`config.mk`:
```
export PLATFORM = sky130hd
export DESIGN_NAME = load_store_unit
export DESIGN_NICKNAME = d
export VERILOG_FILES = /design/src/rtl/load_store_unit.sv
export SDC_FILE = /design/constraint.sdc
export NUM_CORES = 1
export LEC_CHECK = 0
export BUFFER_PORTS_ARGS = -buffer_cell sky130_fd_sc_hd__buf_4
export CAP_MARGIN = 0
export CORE_ASPECT_RATIO = 0.8
export CORE_MARGIN = 5
export CORE_UTILIZATION = 48
export CTS_CLUSTER_SIZE = 25
export DETAILED_ROUTE_END_ITERATION = 16
export PLACE_DENSITY = 0.87
export SLEW_MARGIN = 10
export SYNTH_ARGS = -nofsm -noshare
export SYNTH_HDL_FRONTEND = slang
export SYNTH_SLANG_ARGS = --single-unit
export TNS_END_PERCENT = 5
```
`constraint.sdc`:
```
create_clock -name clk -period 4.8 [get_ports clk]
set_clock_uncertainty 0.2 [all_clocks]
set_input_delay 0.24 -clock clk [delete_from_list [all_inputs] [get_ports clk]]
set_output_delay 0.24 -clock clk [all_outputs]
set_load 0.03 [all_outputs]
```
`src/rtl/load_store_unit.sv`:
```
// load_store_unit: MEM-stage front end for data_mem; checks, issues and returns extended loads
module load_store_unit #(
  parameter int MEMORY_SIZE = 12288,
  parameter int ADDR_WIDTH = $clog2(MEMORY_SIZE),
  parameter int READ_LATENCY = 2
) (
  input  logic                  clk,
  input  logic                  rst,
  input  logic                  req_valid,
  output logic                  req_ready,
  input  logic                  req_we,
  input  logic [2:0]            req_funct3,
  input  logic [ADDR_WIDTH-1:0] req_addr,
  input  logic [31:0]           req_wdata,
  output logic                  resp_valid,
  output logic [31:0]           resp_rdata,
  output logic                  err_valid,
  output logic [ADDR_WIDTH-1:0] err_addr,
  output logic [ADDR_WIDTH-1:0] mem_addr,
  output logic                  mem_we,
  output logic                  mem_re,
  output logic [3:0]            mem_byteena,
  output logic [31:0]           mem_wdata,
  input  logic [31:0]           mem_rdata
);
  localparam int CW = $clog2(READ_LATENCY + 1);
  typedef enum logic {S_IDLE, S_WAIT} state_t;
  state_t state;
  logic [CW-1:0] cnt;
  logic [2:0] lat_f3;
  logic [1:0] lat_off, off;
  logic accept, legal, aligned, ok;
  logic [7:0] sel_b;
  logic [15:0] sel_h;
  logic [31:0] ext;
  always_comb begin
    off = req_addr[1:0];
    req_ready = state == S_IDLE && !rst;
    accept = req_valid && req_ready;
    legal = req_we ? req_funct3 inside {3'b000, 3'b001, 3'b010}
                   : req_funct3 inside {3'b000, 3'b001, 3'b010, 3'b100, 3'b101};
    aligned = req_funct3[1:0] == 2'b00 || (req_funct3[1:0] == 2'b01 && !off[0]) ||
              (req_funct3[1:0] == 2'b10 && off == 2'b00);
    ok = accept && legal && aligned;
    mem_addr = req_addr;
    mem_we = ok && req_we;
    mem_re = ok && !req_we;
    mem_byteena = (!req_we || req_funct3[1:0] == 2'b10) ? 4'b1111 :
                  req_funct3[1:0] == 2'b01 ? 4'b0011 << off : 4'b0001 << off;
    mem_wdata = req_funct3[1:0] == 2'b00 ? {4{req_wdata[7:0]}} :
                req_funct3[1:0] == 2'b01 ? {2{req_wdata[15:0]}} : req_wdata;
    sel_b = mem_rdata[{lat_off, 3'b000} +: 8];
    sel_h = lat_off[1] ? mem_rdata[31:16] : mem_rdata[15:0];
    ext = lat_f3[1:0] == 2'b00 ? {{24{sel_b[7] & !lat_f3[2]}}, sel_b} :
          lat_f3[1:0] == 2'b01 ? {{16{sel_h[15] & !lat_f3[2]}}, sel_h} : mem_rdata;
  end
  always_ff @(posedge clk) begin
    if (rst) begin
      state <= S_IDLE;
      cnt <= '0;
      lat_f3 <= '0;
      lat_off <= '0;
      resp_valid <= 1'b0;
      resp_rdata <= '0;
      err_valid <= 1'b0;
      err_addr <= '0;
    end else begin
      resp_valid <= 1'b0;
      err_valid <= 1'b0;
      if (state == S_IDLE) begin
        if (accept && !ok) begin
          err_valid <= 1'b1;
          err_addr <= req_addr;
        end else if (mem_re) begin
          lat_f3 <= req_funct3;
          lat_off <= off;
          cnt <= CW'(1);
          state <= S_WAIT;
        end
      end else if (cnt == CW'(READ_LATENCY)) begin
        resp_rdata <= ext;
        resp_valid <= 1'b1;
        state <= S_IDLE;
      end else begin
        cnt <= cnt + CW'(1);
      end
    end
  end
endmodule
```
==> results by group <==
Clocking
  – Clock sinks: 56
  – CTS clock-pin slew for the worst setup and hold paths: 0.11 ns
  – TritonCTS clock tree: yes
  – # H-tree levels: 2
  – CTS Buf Count: 5
  – Skew-Pair Late Insertion Delay: 0.31 ns
  – Root Buffer: clkbuf_8
  – Post-cts sizing count: 0
  – Max clock buf depth: 2

Drt
  – Drt wl/cell: 16.66 µm
  – Vias post-DR: 3,464
  – Pre-antenna DRT Iters: 7
  – DR iter-0 viols: 257
  – Post-route antenna net violation count: 0
  – # DRC: 0
  – WL final: 10,580 µm
  – Routed vias/inst: 5.455

Setup path
  – R2R Setup Slk: 2.11 ns
  – Worst EP arrival: 2.67 ns
  – Crit Path Max Fanout: 32
  – Reg2reg end: resp_rdata[21]
  – R2R depth: 5
  – CP Class: reg2reg
  – Crit path required time: 4.77 ns
  – CP Launch Type: register
  – Reg2reg start: cnt[0]
  – Crit end category: register

Timing
  – Pin slew with the least headroom to its limit: 1.172 ns
  – Fin crit share: 56.13%
  – WHS: 0.01274 ns
  – RSZ-0062 raised after global routing: false
  – Final hold violation count: 0
  – Count of final max-slew check failures: 0
  – Tmin final: 2.694 ns
  – Slew HR: 21.86%
  – Setup WS post-layout: 2.106 ns
  – Fmax: 371.1 MHz
  – Setup TNS: 0 ns
  – Final setup fails: 0

Worst hold path
  – HP Class: in2reg
  – Hold Path Sink: resp_rdata[27]
  – Hold_sp: mem_rdata[27]
  – Hold Crit Depth: 3

Cells and area
  – Fillers: 510
  – Share of cells above drive strength 1: 40.47%
  – Most frequent cells in the layout: buf_4 (185), nand2_1 (59), dfxtp_1 (56)
  – Area of the multi-input gates: 0.001758 mm²
  – Seq. cell area: 0.001121 mm²
  – # diodes: 0
  – Final net count: 636
  – Syn-to-layout area delta: 44.44%
  – Commonest non-fill, non-tap cell in the layout: buf_4

GRT
  – Total GRT Usage: 23.80%
  – Largest net degree at the start of global routing: 57
  – Vias in the first global route: 3,418
  – Initial antenna violation count: 0
  – First-pass GRT wire length: 16,670 µm
  – Total congestion overflow: 0

Floorplan
  – Die width: 101.7 µm
  – IO Pins: 186
  – Initial Util: 49.92%
  – Die area: 0.008484 mm²
  – Num rows: 26
  – Die Ht: 83.39 µm
  – Core Footprint: 0.006474 mm²

Yosys
  – Post-synthesis area per instance: 8.224 µm²
  – Top post-synthesis cells by area: dfxtp_1 (35%), mux2i_1 (9.0%), nand2_1 (6.9%)
  – Leading area contributor after synthesis: dfxtp_1
  – Top_reg_cell synth: dfxtp_1
  – Yosys warns: 0
  – Yosys top cell area share: 34.69%
  – Synthesized flop and latch total: 56
  – Post-synth EDFFs: 0
  – Gate Count Post-Synth: 393
  – Distinct cells, synth: 48
  – Syn_nets: 479
  – Syn Std Cell Area: 0.003232 mm²
  – Seq/Total Area, Yosys: 34.69%
  – Post-synth ARST share: 0%

Placement
  – Pre-CTS setup slack: 2.131 ns
  – HPWL Detailed: 8077 µm
  – RePlAce Congestion: 0.8734
  – Input/output buffers: 185

Power and ir drop
  – Cell Pwr Density: 221.3 mW/mm²
  – Pleak: 2.039 nW
  – VDD IR max: 110.0 µV
  – Power Total: 1.033 mW

Run status
  – Status: finished, final reports clean

Job
  – Max cap viols: 0
[through the flow]
stage,util [%],std cells,area (µm²)
2_1_floorplan,-,393,3232
3_3_place_gp,68.21,611,4415
3_5_place_dp,68.21,611,4415
4_1_cts,71.96,634,4658
5_1_grt,72.11,635,4668
6_report,72.11,635,4668
[sequential cells by signal (all words and copies together), names as in the netlist]
signal,count
lat_f3,3
lat_off,2
err_addr,14
resp_rdata,32
resp_valid,1
err_valid,1
state,1
cnt,2
[critical path, cell delays in order, from the launching register on]
cell	delay, ns
dfxtp_1	0.34
inv_1	0.06
ha_1	0.20
and2_1	0.93
o31a_1	0.67
a211oi_1	0.17
[power breakdown]
| group | leakage (nW) | total, mW | internal (mW) | switching, mW |
|---|---|---|---|---|
| clock network | 0.0404 | 0.261 | 0.104 | 0.157 |
| registers | 0.453 | 0.479 | 0.472 | 0.00694 |
| logic | 1.55 | 0.293 | 0.131 | 0.162 |
| total | 2.04 | 1.03 | 0.707 | 0.326 |
[per-layer routing]
metal | global-route usage (%) | vias to the layer above | wire length, µm
li1 | - | 1668 | -
met1 | 28.09 | 1581 | 4017
met2 | 41.33 | 205 | 5311
met3 | 6.700 | 10 | 1123
met4 | 7.126 | 0 | 129
met5 | 0 | - | 0
[worst max path at each step]
stage,startpoint,to,slack [ns],cells after the start
5_1_grt,cnt[0],resp_rdata[21],1.95,5
4_1_cts,cnt[0],resp_rdata[21],2.13,5
3_3_place_gp,cnt[0],resp_rdata[29],2.25,5
6_report,cnt[0],resp_rdata[21],2.11,5
3_5_place_dp,cnt[0],resp_rdata[21],2.13,5
2_1_floorplan,req_funct3[0],mem_byteena[1],2.93,5
[cell families after synthesis]
family	synth area share, %
simple gates	19.28
compound gates	17.38
mux	17.34
buf+inv	10.92
flops	34.69
fa+ha+maj	0.3871
[area by class of cell]
cell class / instances / area share (%)
Clock buffer: 5 / 1.474
Clock inverter: 3 / 0.5092
Inverter: 10 / 0.9113
Multi-Input combinational cell: 276 / 37.66
Sequential cell: 56 / 24.02
Tap cell: 84 / 2.251
Timing Repair Buffer: 201 / 33.18
[synthesized netlist by cell type (2+ instances only)]
master,n
nand2b_1,2
a221o_1,3
mux2i_1,29
clkbuf_1,18
buf_2,7
dfxtp_1,56
and3_1,5
mux2_2,18
a21oi_1,19
o31a_1,2
o21a_1,7
o21ai_1,2
mux4_2,3
or3_1,2
buf_4,23
o21ai_0,15
a2111oi_0,5
nor3_1,14
a211oi_1,16
inv_1,8
o22ai_1,8
nor2_1,45
nand2_1,59
nand3b_1,3
[repair_timing]
item                      4_1_cts  5_1_grt
hold endpoints to repair       15        1
hold buffers                   15        1
setup buffers                   0        0
Note: power is estimated with default switching activity, not from simulation.
